[config.mk]
export PLATFORM = sky130hd
export DESIGN_NAME = fp32_addsub_comb
export DESIGN_NICKNAME = d
export VERILOG_FILES = /design/src/rtl/fp32_addsub_comb.sv
export SDC_FILE = /design/constraint.sdc
export NUM_CORES = 1
export LEC_CHECK = 0
export CAP_MARGIN = 20
export CORE_MARGIN = 2
export CORE_UTILIZATION = 42
export DETAILED_ROUTE_END_ITERATION = 12
export PLACE_DENSITY = 0.67
export REMOVE_ABC_BUFFERS = 1
export SYNTH_ARGS = -nofsm -noshare
export SYNTH_HDL_FRONTEND = slang
export SYNTH_SLANG_ARGS = --single-unit
[constraint.sdc]
create_clock -name clk -period 22.9 [get_ports clk]
set_input_delay 2.29 -clock clk [delete_from_list [all_inputs] [get_ports clk]]
set_output_delay 2.29 -clock clk [all_outputs]
set_load 0.03 [all_outputs]
[src/rtl/fp32_addsub_comb.sv]
// Single-precision IEEE-754 adder/subtractor: one combinational datapath
// (unpack, align, add, normalize, round-to-nearest-even, pack) feeding one output register.
module fp32_addsub_comb (
    input  logic        clk,
    input  logic        rstn,
    input  logic [31:0] dina,
    input  logic [31:0] dinb,
    input  logic        op,
    input  logic        valid_in,
    output logic [31:0] result,
    output logic        valid_out
);

    localparam logic [31:0] QNAN = 32'h7FC0_0000;

    logic        sign_a, sign_b, eff_sub;
    logic [7:0]  exp_a, exp_b;
    logic [22:0] frac_a, frac_b;
    logic        nan_a, nan_b, inf_a, inf_b, a_big;

    // Subtraction is addition with B's sign flipped, NaNs included.
    assign sign_a  = dina[31];
    assign sign_b  = dinb[31] ^ op;
    assign exp_a   = dina[30:23];
    assign exp_b   = dinb[30:23];
    assign frac_a  = dina[22:0];
    assign frac_b  = dinb[22:0];
    assign nan_a   = (exp_a == 8'hFF) && (frac_a != 23'd0);
    assign nan_b   = (exp_b == 8'hFF) && (frac_b != 23'd0);
    assign inf_a   = (exp_a == 8'hFF) && (frac_a == 23'd0);
    assign inf_b   = (exp_b == 8'hFF) && (frac_b == 23'd0);
    assign eff_sub = sign_a ^ sign_b;
    assign a_big   = dina[30:0] >= dinb[30:0];

    function automatic logic [4:0] lzc27(input logic [26:0] v);
        logic [4:0] n;
        n = 5'd27;
        for (int i = 0; i < 27; i++) begin
            if (v[i]) n = 5'(26 - i);
        end
        return n;
    endfunction

    logic        sign_big;
    logic [7:0]  exp_big, exp_small, diff, max_shift, shift_amt;
    logic [23:0] man_big, man_small;
    logic [53:0] shift_full;
    logic [26:0] big_al, small_al, norm_m;
    logic [27:0] sum;
    logic [4:0]  lz;
    logic [9:0]  exp_n, exp_r;
    logic [24:0] mant_r;
    logic [22:0] frac_r;
    logic        round_up, hidden;
    logic [31:0] packed_res;
    logic [31:0] result_d, result_q;
    logic        valid_d, valid_q;

    // NOTE: every signal assigned in always_comb gets a value on every path
    // (defaults first), so no latches are inferred.
    always_comb begin
        sign_big  = a_big ? sign_a : sign_b;
        exp_big   = a_big ? exp_a : exp_b;
        exp_small = a_big ? exp_b : exp_a;
        man_big   = a_big ? {exp_a != 8'd0, frac_a} : {exp_b != 8'd0, frac_b};
        man_small = a_big ? {exp_b != 8'd0, frac_b} : {exp_a != 8'd0, frac_a};
        // Subnormals use effective exponent 1 with a hidden bit of 0.
        if (exp_big == 8'd0)   exp_big = 8'd1;
        if (exp_small == 8'd0) exp_small = 8'd1;
        diff = exp_big - exp_small;

        // Low 27 bits of the wide shift are everything that falls past sticky.
        big_al     = {man_big, 3'b000};
        shift_full = {man_small, 3'b000, 27'd0} >> diff;
        if (diff >= 8'd27) small_al = {26'd0, |man_small};
        else               small_al = {shift_full[53:28], shift_full[27] | (|shift_full[26:0])};

        sum = eff_sub ? ({1'b0, big_al} - {1'b0, small_al})
                      : ({1'b0, big_al} + {1'b0, small_al});

        lz        = lzc27(sum[26:0]);
        max_shift = exp_big - 8'd1;
        shift_amt = ({3'b000, lz} > max_shift) ? max_shift : {3'b000, lz};
        if (sum[27]) begin
            norm_m = {sum[27:2], sum[1] | sum[0]};
            exp_n  = {2'b00, exp_big} + 10'd1;
        end else begin
            norm_m = sum[26:0] << shift_amt;
            exp_n  = {2'b00, exp_big} - {2'b00, shift_amt};
        end

        round_up = norm_m[2] & (norm_m[1] | norm_m[0] | norm_m[3]);
        mant_r   = {1'b0, norm_m[26:3]} + {24'd0, round_up};
        exp_r    = exp_n + {9'd0, mant_r[24]};
        frac_r   = mant_r[24] ? mant_r[23:1] : mant_r[22:0];
        hidden   = mant_r[24] | mant_r[23];

        if (nan_a || nan_b || (inf_a && inf_b && eff_sub))
            packed_res = QNAN;
        else if (inf_a)
            packed_res = {sign_a, 8'hFF, 23'd0};
        else if (inf_b)
            packed_res = {sign_b, 8'hFF, 23'd0};
        else if (sum == 28'd0)
            packed_res = {~eff_sub & sign_big, 31'd0};
        else if (exp_r >= 10'd255)
            packed_res = {sign_big, 8'hFF, 23'd0};
        else
            packed_res = {sign_big, hidden ? exp_r[7:0] : 8'h00, frac_r};

        result_d = valid_in ? packed_res : result_q;
        valid_d  = valid_in;
    end

    // NOTE: sequential state uses non-blocking assignments so every flop
    // samples pre-edge values regardless of statement order.
    always_ff @(posedge clk) begin
        if (rstn) begin
            result_q <= 32'h0;
            valid_q  <= 1'b0;
        end else begin
            result_q <= result_d;
            valid_q  <= valid_d;
        end
    end

    assign result    = result_q;
    assign valid_out = valid_q;

endmodule

==> impl_results.md <==
- Number of I/O port buffers: 100
- RSZ-0062 raised after global routing: false
- Cell area power density: between 100 and 150 nW/um^2
- Status: completed
- Metal-1 WL: 26.4 mm
- Synth area leaders: ha_1 8.9%, nand2_1 7.3%, mux2i_1 6.9%
- First-pass DRT Iterations: 6
- Worst Hold Slack: around 0.46 ns
- Synth cell types: approximately 110
- Crit path top cell by count: nand3_1
- Final setup TNS: 0 ns
- DIE AREA: approximately 36000 sq um
- Dpl ws: -0.138 ns
- GRT Overall Usage: 33.6%
- DR WL met2: between 20 and 30 mm
- Crit end category: register
- Layout Utilization: between 40% and 50%
- FF+latch count, synth: 33
- Maximum vdd drop: approximately 43 uV
- Max-Cap Viols: 0
- First-pass GRT wire length: 95.9 mm
- Worst-path clk slew: 0.05 ns
- Highest metal used: met4
- Post-Syn Area per Cell: about 6.5 sq um
- RD Place Congestion: approximately 1.1
- Hold Violations, Final: 0
- Leak pwr: approximately 0.0064 uW
- Worst setup path start: dinb[26]
- Slowest-stage cell, CP: clkdlybuf4s50_1
- Drt via density: about 6.9
- Yosys top cell by area: ha_1
- Core outline area: approximately 34000 sq um
- FFs w/ async S/R, synth: 0%
- Sink Count: 33
- Vias post-DR: 18200
- Rows: 67
- Worst min path class: register to register
- Area occupied by multi-input gates: roughly 13000 sq um
- Pin count of the biggest net entering global routing: 63
- # setup viols final: 0
- Final period util: between 90% and 100%
- CTS buffer count: 5
- Worst-margin pin slew: around 1.2 ns
- Reg2Reg Setup Slack: between 20 and 25 ns
- Worst r2r src: result[28]
- F_max: 46.2 MHz
- Yosys warnings: 0
- CP peak stage delay: between 0.7 and 0.8 ns
- Synthesized area: ~14000 sq um
- Synth-to-layout area growth: 10.7%
- Count leader, synth: nand2_1
- Iter 0 DRT Violations: roughly 2500
- Min Tclk post-route: 21.65 ns
- Most frequent cells after synthesis: 278 x nand2_1, 180 x nor2_1, 154 x a21oi_1
- R2r worst-path depth: 2
- Antenna violations before repair: 0
- FF+latch area: about 660 sq um
- # diodes: 0
- Gr ovfl total: 0
- Drt drc: 0
- Detailed placement HPWL: 49.9 mm
- Clock Tree Buf Depth: 2
- I/O pins: between 100 and 150
- Max-slew headroom: around 17%
- DIE WIDTH: between 150 and 200 um
- Die height: roughly 190 um
- Number of fill cells in the layout: between 3000 and 4000
- R2R Path End: result[28]
- Final WS setup: approximately 1.2 ns
- Fin. max-slew vios: 0
- Post-DRT Antenna Nets: 0
- Vias in the first global route: between 15000 and 20000
- Clk root buf: clkbuf_16
- WL per Instance: around 24 um
- Final wirelength: 62.7 mm
- Skew final: 0 ns
- H-tree depth: 2
- Amount of wire on met3 after detailed routing: 5.73 mm
- Cell count after synthesis: about 2200
- Post-synth EDFFs: 0
- Critical Path Sink: result[6]
- Critical path launch point type: primary input
- Required time of the critical path: about 23 ns
- Nets: about 2400
- Worst-skew pair later-pin latency: ~0.28 ns
- Crit Path Max Fanout: 32
- Initial Utilization: between 40% and 50%
- Share of layout cells above drive strength 1: 7.25%
- Post-synth top area share: under 10%
- Critical Setup Path Class: primary input to register
- Main synth FF type: dfxtp_1
- Final instance area: around 16000 sq um
- Critical path data arrival time: 21.87 ns
- Post-DP Area: between 15000 and 20000 sq um
- Part of the Yosys area used for sequential elements: 4.62%
- CTS tree: built
[layer usage]
| layer | global-route usage, % | vias up |
|---|---|---|
| li1 | - | 8301 |
| met1 | 45.7 | 8590 |
| met2 | 54.3 | 1149 |
| met3 | 4.10 | 202 |
| met4 | 12.2 | 0 |
| met5 | 0 | - |
[worst min-delay path by stage]
| stage | startpoint | to | slack, ns | cells past startpoint |
|---|---|---|---|---|
| floorplan | result[0] | result[0] | 0.58 | 2 |
| global placement | result[21] | result[21] | 0.44 | 2 |
| detailed placement | result[21] | result[21] | 0.45 | 2 |
| CTS | result[7] | result[7] | 0.46 | 2 |
| global route | result[7] | result[7] | 0.48 | 2 |
| finish | result[0] | result[0] | 0.46 | 2 |
[logic make-up after synthesis]
| family | count (synthesis) | synth area share (%) |
|---|---|---|
| AND/OR/NAND/NOR | 906 | 31.2 |
| AO/OA/AOI/OAI | 719 | 34.3 |
| buffers and inverters | 243 | 7.10 |
| multiplexers | 136 | 10.3 |
| adder cells (fa/ha/maj) | 105 | 9.34 |
| XOR/XNOR | 50 | 3.11 |
| flip-flops | 33 | 4.62 |
| other | 1 | 0.0262 |
[metrics by stage]
step                      total power (uW)  cells
after global placement                1590   2640
after CTS                             1670   2648
final                                 1740   2654
after floorplan                       1130   2068
after detailed placement              1590   2640
after global routing                  1840   2654
[cell usage in the layout (no fill, tap or decap), drive strengths merged, types with 19 or more instances in the layout]
cell and instances:
nand2 279, a21o 30, nor2 184, nor3 72
ha 102, mux2i 99, clkdlybuf4s50 100, xor2 22
buf 29, a211oi 40, o21ai 163, o22ai 21
a31oi 46, mux2 32, a21oi 157, o31ai 19
xnor2 29, and3 26, and2 24, or3 23
or2 20, dfxtp 33, nor4 33, o211ai 53
nand2b 33, nand3 91, inv 114, nand4 58
[power breakdown]
| group | switching, uW | internal, uW | leakage (uW) |
|---|---|---|---|
| Clock | 25.0 | 46.0 | 0.0000799 |
| Combinational | 1040 | 540 | 0.00607 |
| Sequential | 9.70 | 75.8 | 0.000272 |
[worst max-delay path: cells and delay by family]
kind	cells	cell delay (ns)
AO/OA/AOI/OAI	22	5.70
XOR/XNOR	2	0.68
adder cells (fa/ha/maj)	6	2.01
buffers and inverters	8	2.49
multiplexers	3	0.57
AND/OR/NAND/NOR	30	8.02
[registers in the layout (all words and copies together) (netlist names)]
signal     cells
result        32
valid_out      1
[cell type report]
| class | count | share of cell area (%) |
|---|---|---|
| repair buffers | 129 | 7.77 |
| multi-input cells | 1920 | 80.8 |
| clock inverters | 1 | 0.0316 |
| clock buffers | 7 | 0.963 |
| flip-flops and latches | 33 | 4.17 |
| well taps | 448 | 3.54 |
| inverters | 116 | 2.75 |
[repair_timing]
action                     4_1_cts  5_1_grt
gates resized for setup          0       12
hold buffers                     0        0
setup endpoints to repair        0       31
setup buffers                    0        5
No activity file was read; power rests on OpenSTA's default activity.
